## src/rtl/pi_if_pkg.sv

```systemverilog
// Shared types and default timing for the Pi pulse arbiter.
// Combinational helpers only; no latency or flow control.
// Constants only; nothing here sees backpressure.
package pi_if_pkg;

    typedef enum logic [1:0] {
        IDLE  = 2'd0,
        SETUP = 2'd1,
        HOLD  = 2'd2,
        GAP   = 2'd3
    } state_t;

    localparam int DEF_NREQ      = 4;
    localparam int DEF_CODE_W    = 3;
    localparam int DEF_SETUP_CYC = 256;
    localparam int DEF_HOLD_CYC  = 8191;
    localparam int DEF_GAP_CYC   = 4096;
    localparam int DEF_CNT_W     = 13;

    // Shortest strobe accepted before a Pi ack may end HOLD.
    localparam int ACK_MIN_CYC   = 16;

    // Code 0 on the pins means "no event".
    localparam int CODE_IDLE     = 0;

    function automatic int max3(input int a, input int b, input int c);
        int m;
        m = (a > b) ? a : b;
        return (m > c) ? m : c;
    endfunction

endpackage

```

## src/rtl/pi_pulse_arb_if.sv

```systemverilog
// Pin-group bundle between event requesters, the arbiter and the Pi.
// Wires only; no latency. Requests are fire-and-forget pulses, no backpressure.
// PI_ACK_EN adds the pi_ack input and ack_to timeout pulse.
interface pi_pulse_arb_if #(
    parameter int NREQ   = 4,
    parameter int CODE_W = 3
);
    logic [NREQ-1:0]   req;
    logic              pi_strobe;
    logic [CODE_W-1:0] pi_code;
    logic [NREQ-1:0]   pending;
    logic [NREQ-1:0]   ovf;
    logic              busy;
`ifdef PI_ACK_EN
    logic              pi_ack;
    logic              ack_to;

    modport master (output req, output pi_ack,
                    input  pi_strobe, input pi_code, input pending,
                    input  ovf, input busy, input ack_to);
    modport slave  (input  req, input pi_ack,
                    output pi_strobe, output pi_code, output pending,
                    output ovf, output busy, output ack_to);
`else
    modport master (output req,
                    input  pi_strobe, input pi_code, input pending,
                    input  ovf, input busy);
    modport slave  (input  req,
                    output pi_strobe, output pi_code, output pending,
                    output ovf, output busy);
`endif
endinterface

```

## src/rtl/rr_arb.sv

```systemverilog
// Combinational round-robin picker: first pending bit at or after ptr, wrapping.
// Zero latency; gnt is one-hot (or zero when nothing pends).
// No backpressure; the caller decides whether the grant is taken.
module rr_arb #(
    parameter int NREQ  = 4,
    parameter int IDX_W = 2
) (
    input  logic [NREQ-1:0]  pend,
    input  logic [IDX_W-1:0] ptr,
    output logic [NREQ-1:0]  gnt,
    output logic [IDX_W-1:0] idx
);
    localparam logic [IDX_W:0] NREQ_W = (IDX_W+1)'(NREQ);

    logic [IDX_W:0] pos;
    logic           found;

    always_comb begin
        gnt   = '0;
        idx   = '0;
        pos   = '0;
        found = 1'b0;
        for (int k = 0; k < NREQ; k++) begin
            pos = {1'b0, ptr} + (IDX_W+1)'(k);
            if (pos >= NREQ_W) begin
                pos = pos - NREQ_W;
            end
            if (!found && pend[pos[IDX_W-1:0]]) begin
                found                 = 1'b1;
                gnt[pos[IDX_W-1:0]]   = 1'b1;
                idx                   = pos[IDX_W-1:0];
            end
        end
    end

endmodule

```

## src/rtl/pi_pulse_arb.sv

```systemverilog
// Latches 1-cycle event requests and round-robins them onto a slow strobe/code pin group.
// Grant 1 cycle after a request is latched; then SETUP, HOLD, GAP phases of fixed length.
// No backpressure: repeat requests merge into pending and flag ovf. Macro PI_ACK_EN adds Pi ack.
module pi_pulse_arb
    import pi_if_pkg::*;
#(
    parameter int NREQ      = DEF_NREQ,
    parameter int CODE_W    = DEF_CODE_W,
    parameter int SETUP_CYC = DEF_SETUP_CYC,
    parameter int HOLD_CYC  = DEF_HOLD_CYC,
    parameter int GAP_CYC   = DEF_GAP_CYC,
    parameter int CNT_W     = DEF_CNT_W
) (
    input  logic           clk,
    input  logic           rst_n,
    pi_pulse_arb_if.slave  bus
);
    localparam int IDX_W = (NREQ > 1) ? $clog2(NREQ) : 1;

    if (NREQ < 2 || NREQ > 8 || CODE_W == 0 || CNT_W == 0 || CNT_W > 30 ||
        SETUP_CYC == 0 || HOLD_CYC == 0 || GAP_CYC == 0) begin : g_bad_param
        $error("pi_pulse_arb: illegal parameter value");
    end
    if (NREQ + 1 > (1 << CODE_W)) begin : g_bad_code_w
        $error("pi_pulse_arb: CODE_W too narrow for NREQ codes plus idle");
    end
    if (max3(SETUP_CYC, HOLD_CYC, GAP_CYC) > (1 << CNT_W) - 1) begin : g_bad_cnt_w
        $error("pi_pulse_arb: CNT_W too narrow for timing parameters");
    end

    localparam logic [CNT_W-1:0] SETUP_LAST = CNT_W'(SETUP_CYC - 1);
    localparam logic [CNT_W-1:0] HOLD_LAST  = CNT_W'(HOLD_CYC - 1);
    localparam logic [CNT_W-1:0] GAP_LAST   = CNT_W'(GAP_CYC - 1);

    state_t            state_q, state_d;
    logic [CNT_W-1:0]  cnt_q, cnt_d, cnt_inc;
    logic [CODE_W-1:0] code_q, code_d;
    logic [IDX_W-1:0]  ptr_q, ptr_d;
    logic [NREQ-1:0]   pending_q, pending_d;
    logic [NREQ-1:0]   ovf_q, ovf_d;
    logic [CODE_W-1:0] pi_code_q, pi_code_d;
    logic              pi_strobe_q, pi_strobe_d;
    logic [NREQ-1:0]   grant, clr;
    logic [IDX_W-1:0]  gnt_idx;
    logic              take;

`ifdef PI_ACK_EN
    localparam logic [CNT_W-1:0] ACK_LAST = CNT_W'(ACK_MIN_CYC - 1);
    logic ack_s1_q, ack_s1_d, ack_s2_q, ack_s2_d;
    logic ack_to_q, ack_to_d;
`endif

    rr_arb #(.NREQ(NREQ), .IDX_W(IDX_W)) u_rr_arb (
        .pend (pending_q),
        .ptr  (ptr_q),
        .gnt  (grant),
        .idx  (gnt_idx)
    );

    always_ff @(posedge clk or negedge rst_n) begin
        if (!rst_n) begin
            state_q     <= IDLE;
            cnt_q       <= '0;
            code_q      <= '0;
            ptr_q       <= '0;
            pending_q   <= '0;
            ovf_q       <= '0;
            pi_code_q   <= '0;
            pi_strobe_q <= 1'b0;
`ifdef PI_ACK_EN
            ack_s1_q    <= 1'b0;
            ack_s2_q    <= 1'b0;
            ack_to_q    <= 1'b0;
`endif
        end else begin
            state_q     <= state_d;
            cnt_q       <= cnt_d;
            code_q      <= code_d;
            ptr_q       <= ptr_d;
            pending_q   <= pending_d;
            ovf_q       <= ovf_d;
            pi_code_q   <= pi_code_d;
            pi_strobe_q <= pi_strobe_d;
`ifdef PI_ACK_EN
            ack_s1_q    <= ack_s1_d;
            ack_s2_q    <= ack_s2_d;
            ack_to_q    <= ack_to_d;
`endif
        end
    end

    always_comb begin
        state_d = state_q;
        cnt_d   = cnt_q;
        code_d  = code_q;
        ptr_d   = ptr_q;
        take    = 1'b0;
        cnt_inc = (cnt_q == {CNT_W{1'b1}}) ? cnt_q : cnt_q + CNT_W'(1);
`ifdef PI_ACK_EN
        ack_s1_d = bus.pi_ack;
        ack_s2_d = ack_s1_q;
        ack_to_d = 1'b0;
`endif
        case (state_q)
            IDLE: begin
                if (|pending_q) begin
                    take    = 1'b1;
                    state_d = SETUP;
                    cnt_d   = '0;
                    code_d  = CODE_W'(gnt_idx) + CODE_W'(1);
                    ptr_d   = (gnt_idx == IDX_W'(NREQ - 1)) ? '0 : gnt_idx + IDX_W'(1);
                end
            end
            SETUP: begin
                if (cnt_q == SETUP_LAST) begin
                    cnt_d   = '0;
                    state_d = HOLD;
                end else begin
                    cnt_d = cnt_inc;
                end
            end
            HOLD: begin
`ifdef PI_ACK_EN
                if (ack_s2_q && cnt_q >= ACK_LAST) begin
                    cnt_d   = '0;
                    state_d = GAP;
                end else if (cnt_q == HOLD_LAST) begin
                    cnt_d    = '0;
                    state_d  = GAP;
                    ack_to_d = 1'b1;
                end else begin
                    cnt_d = cnt_inc;
                end
`else
                if (cnt_q == HOLD_LAST) begin
                    cnt_d   = '0;
                    state_d = GAP;
                end else begin
                    cnt_d = cnt_inc;
                end
`endif
            end
            GAP: begin
`ifdef PI_ACK_EN
                // The Pi must also release its ack before the next event.
                if (cnt_q >= GAP_LAST && !ack_s2_q) begin
`else
                if (cnt_q == GAP_LAST) begin
`endif
                    cnt_d   = '0;
                    state_d = IDLE;
                end else begin
                    cnt_d = cnt_inc;
                end
            end
            default: begin
                state_d = IDLE;
                cnt_d   = '0;
            end
        endcase
    end

    // A request landing in its own grant cycle re-arms pending (set wins).
    always_comb begin
        clr       = take ? grant : '0;
        pending_d = (pending_q & ~clr) | bus.req;
        ovf_d     = bus.req & pending_q & ~clr;
    end

    always_comb begin
        pi_code_d   = CODE_W'(CODE_IDLE);
        pi_strobe_d = 1'b0;
        case (state_d)
            SETUP: pi_code_d = code_d;
            HOLD: begin
                pi_code_d   = code_d;
                pi_strobe_d = 1'b1;
            end
            default: begin
                pi_code_d   = CODE_W'(CODE_IDLE);
                pi_strobe_d = 1'b0;
            end
        endcase
    end

    assign bus.pi_strobe = pi_strobe_q;
    assign bus.pi_code   = pi_code_q;
    assign bus.pending   = pending_q;
    assign bus.ovf       = ovf_q;
    assign bus.busy      = (state_q != IDLE);
`ifdef PI_ACK_EN
    assign bus.ack_to    = ack_to_q;
`endif

endmodule

```

## src/flat_wrapper.sv

```systemverilog
// flat-port wrapper written by rule: the top's interface ports become plain ports
module pi_pulse_arb_flat import pi_if_pkg::*;
#(
    parameter int NREQ      = DEF_NREQ,
    parameter int CODE_W    = DEF_CODE_W,
    parameter int SETUP_CYC = DEF_SETUP_CYC,
    parameter int HOLD_CYC  = DEF_HOLD_CYC,
    parameter int GAP_CYC   = DEF_GAP_CYC,
    parameter int CNT_W     = DEF_CNT_W
)
  (clk, rst_n, bus_req, bus_pi_strobe, bus_pi_code, bus_pending, bus_ovf, bus_busy);
  pi_pulse_arb_if #(.NREQ(NREQ), .CODE_W(CODE_W)) bus_i ();
  input  logic clk;
  input  logic rst_n;
  input wire logic [$bits(bus_i.req)-1:0] bus_req;
  output wire logic [$bits(bus_i.pi_strobe)-1:0] bus_pi_strobe;
  output wire logic [$bits(bus_i.pi_code)-1:0] bus_pi_code;
  output wire logic [$bits(bus_i.pending)-1:0] bus_pending;
  output wire logic [$bits(bus_i.ovf)-1:0] bus_ovf;
  output wire logic [$bits(bus_i.busy)-1:0] bus_busy;
  assign bus_i.req = bus_req;
  assign bus_pi_strobe = bus_i.pi_strobe;
  assign bus_pi_code = bus_i.pi_code;
  assign bus_pending = bus_i.pending;
  assign bus_ovf = bus_i.ovf;
  assign bus_busy = bus_i.busy;
  pi_pulse_arb #(.NREQ(NREQ), .CODE_W(CODE_W), .SETUP_CYC(SETUP_CYC), .HOLD_CYC(HOLD_CYC), .GAP_CYC(GAP_CYC), .CNT_W(CNT_W)) u_core (.clk(clk), .rst_n(rst_n), .bus(bus_i));
endmodule
```

## config.mk

```make
export PLATFORM = sky130hd
export DESIGN_NAME = pi_pulse_arb_flat
export DESIGN_NICKNAME = d
export VERILOG_FILES = /design/src/rtl/pi_if_pkg.sv /design/src/rtl/pi_pulse_arb_if.sv /design/src/rtl/rr_arb.sv /design/src/rtl/pi_pulse_arb.sv /design/src/flat_wrapper.sv
export SDC_FILE = /design/constraint.sdc
export NUM_CORES = 1
export LEC_CHECK = 0
export BUFFER_PORTS_ARGS = -buffer_cell sky130_fd_sc_hd__buf_2
export CORE_UTILIZATION = 42
export CTS_BUF_LIST = sky130_fd_sc_hd__clkbuf_2 sky130_fd_sc_hd__clkbuf_4 sky130_fd_sc_hd__clkbuf_8
export DETAILED_ROUTE_END_ITERATION = 7
export SLEW_MARGIN = 20
export SYNTH_ARGS = -nofsm -noshare
export SYNTH_HDL_FRONTEND = slang
export SYNTH_SLANG_ARGS = --single-unit
```

## constraint.sdc

```tcl
create_clock -name clk -period 3.1 [get_ports clk]
set_clock_uncertainty 0.15 [all_clocks]
set_input_delay 0.775 -clock clk [delete_from_list [all_inputs] [get_ports clk]]
set_output_delay 0.775 -clock clk [all_outputs]
set_load 0.02 [all_outputs]
```

==> flow_summary.toml <==
[run_status]
outcome = "finished clean"

[worst_setup_path]
r2r_setup_slack_ns = 0.22
r2r_end = "u_core.ptr_q[0]"
critPathTopFamily = "multiplexers"
crit_required_ns = 3.12
path_cells = "inv_1 -> ha_1 -> mux4_2 -> o21ai_0 -> nand3b_1 -> nand2_1 -> ha_1 -> o21ai_0 -> a21o_1"
crit_buf_inv = 1
cp_num_cells = 9
cp.arrival_ns = 2.90
slowest_delay_ns = 0.63
cp_slowest_cell = "mux4_2"
critPathCaptureType = "flip-flop"
reg2reg_from = "u_core.ptr_q[1]"
reg2reg_depth = 9
critPathKind = "flip-flop to flip-flop"
start_kind = "flip-flop"
crit_path_max_fanout = 11

[power]
ir_worst_vdd_v = 0.000335
power_frac_seq_pct = 45.7
p_clk_share_pct = 46.7
p_switching_mw = 0.210
p_sw_share_pct = 22.2
power.leakage_nw = 1.04
p_int_mw = 0.738
power_frac_comb_pct = 7.6
powerDensity_nw_per_um2 = 390

[placement]
io_buffer_count = 18
place_congestion = 0.848
dp_hpwl_um = 3270
dp_slack_ns = 0.270
dpl-instance-area_um2 = 2300
placed_cells = 319

[final_layout]
antenna_cells = 0
layout_commonest_cell = "dfrtp_1"
area_growth_pct = 13.0
fin_nets = 276
layout-drive-gt1-share_pct = 17.3
fin_cells = 327
layout_common_cells = "32 x dfrtp_1, 20 x nand2_1, 20 x inv_1"
design_area_um2 = 2430

[sta]
slew_viol_final = 0
post-route-period-util_pct = 92.9
setup_tns_ns = 0
rsz0062_at_grt = "no"
setup_viol = 0
max_freq_mhz = 347
slew-limit-headroom_pct = 51.4
hold_viol = 0
fin_crit_ns = 2.88
worst_pin_slew_ns = 0.729
setup_slack_ns = 0.221

[yosys]
syn_area_um2 = 2150
syn_inst = 239
ys.flop_type = "dfrtp_1"
syn-mean-instance-area_um2 = 8.99
synth-edff-count = 0
synth-seq-cells = 32
synth_cell_types = 59
syn_nets = 256
ys_warn_count = 0
async_flop_share_pct = 100
yosysSeqAreaShare_pct = 37.3

[drt]
routedWlPerCell_um = 14.5
drcViolationCount = 0
viasPerCell = 5.53
first_pass_iters = 4
ant_nets = 0
first_iter_violations = 102
totalWireLength_um = 4750
num_vias = 1808

[global_routing]
grt_pass1_vias = 1652
grt_pass1_wl_um = 7960
grt_overflow_total = 0
track_usage_pct = 19.2
antenna_found_initial = 0
grt_max_degree = 33

[worst_hold_path]
min_from = "u_core.code_q[1]"
min_path_type = "flip-flop to flip-flop"
holdPathStages = 2
whs_endpoint = "u_core.code_q[1]"

[clock_network]
tritoncts = "done"
cts.htree.levels = 2
hold_buffers = 0
cts_buffers = 5
cts.sinks = 32
clockBufferDepth = 2
insertion_delay_ns = 0.28
path_clk_slew_ns = 0.07
cts_root_buf = "clkbuf_8"
post_cts_buffers = 0
post_cts_resized = 0

[floorplanning]
initial_core_util_pct = 44.6
die_x_um = 73.5
coreArea_um2 = 4820
die_area_um2 = 5410
rows = 25
pin_count = 19
die_h_um = 73.5

[flow_run]
cap_violations = 0
-- cell families after synthesis --
family | Yosys count | synth area share (%)
adder cells (fa/ha/maj) | 11 | 6.40
buffers and inverters | 29 | 5.88
multiplexers | 9 | 6.11
AND/OR/NAND/NOR | 93 | 23.3
XOR/XNOR | 3 | 1.22
AO/OA/AOI/OAI | 62 | 19.8
flip-flops | 32 | 37.3
-- how the worst max path moves through the flow --
stage / start / to / slack (ns)
after floorplan: u_core.ptr_q[0] / u_core.bus.pending[0] / 0.37
after global placement: u_core.ptr_q[1] / u_core.ptr_q[0] / 0.34
after detailed placement: u_core.ptr_q[1] / u_core.ptr_q[0] / 0.27
after CTS: u_core.ptr_q[1] / u_core.ptr_q[0] / 0.23
after global routing: u_core.ptr_q[1] / u_core.ptr_q[0] / 0.002
final: u_core.ptr_q[1] / u_core.ptr_q[0] / 0.22
-- state kept, by name (all words and copies together) (netlist names) --
| signal | count |
|---|---|
| u_core.bus.ovf | 4 |
| u_core.bus.pending | 4 |
| u_core.ptr_q | 2 |
| u_core.bus.pi_code | 3 |
| u_core.bus.pi_strobe | 1 |
| u_core.cnt_q | 13 |
| u_core.code_q | 3 |
| u_core.state_q | 2 |
-- synthesized netlist by cell type (3+ instances only) --
cell type   n  area (µm²)
mux4_2      3        67.6
dfrtp_1    32         801
nor2b_1     5        31.3
nand4_1     4        25.0
mux2_2      3        33.8
a21oi_1     7        35.0
a221oi_1    3        26.3
buf_2       5        25.0
nor2_1     19        71.3
a21o_1      3        22.5
nor4_1      3        18.8
nand3b_1    5        37.5
nand2_1    20        75.1
ha_1       11         138
and2_1      5        31.3
inv_1      20        75.1
o22ai_1     4        25.0
mux2i_1     3        30.0
nor3b_1     3        22.5
nor3_1      3        15.0
o21ai_0    18        90.1
a22oi_1     4        30.0
nand3_1     8        40.0
-- power by group through the flow --
stage	registers [mW]	clock network (mW)	logic (mW)
global placement	0.441	0	0.0724
CTS	0.433	0.450	0.0731
floorplan	0.447	0	0.0446
finish	0.433	0.443	0.0717
detailed placement	0.441	0	0.0726
global route	0.434	0.473	0.0814
-- per-layer routing --
| layer | part of all wire [%] | vias up | track usage (%) |
|---|---|---|---|
| li1 | - | 908 | - |
| met1 | 51 | 869 | 27.2 |
| met2 | 46 | 26 | 30.0 |
| met3 | 2.7 | 5 | 3.70 |
| met4 | 0.65 | 0 | 5.56 |
| met5 | 0 | - | 0 |
-- tightest hold or removal path, cell delays in order (launching register included) --
cell and delay [ns]:
dfrtp_1 0.33, nand2_1 0.07, nand2_1 0.06
-- layout make-up --
cell class,count,area (µm²)
inverter,20,75.1
sequential,32,801
clock buffer,7,96.3
fill,468,2390
tap,67,83.8
multi-input combinational,178,1220
timing repair buffer,22,120
clock inverter,1,30.0
-- per-stage QoR --
step / util (%) / hold slack (ns) / power (mW)
2_1_floorplan: - / 0.290 / 0.491
3_3_place_gp: 47.8 / 0.311 / 0.513
3_5_place_dp: 47.8 / 0.320 / 0.514
4_1_cts: 50.4 / 0.351 / 0.956
5_1_grt: 50.4 / 0.364 / 0.989
6_report: 50.4 / 0.340 / 0.948
Note: power is estimated with default switching activity, not from simulation.
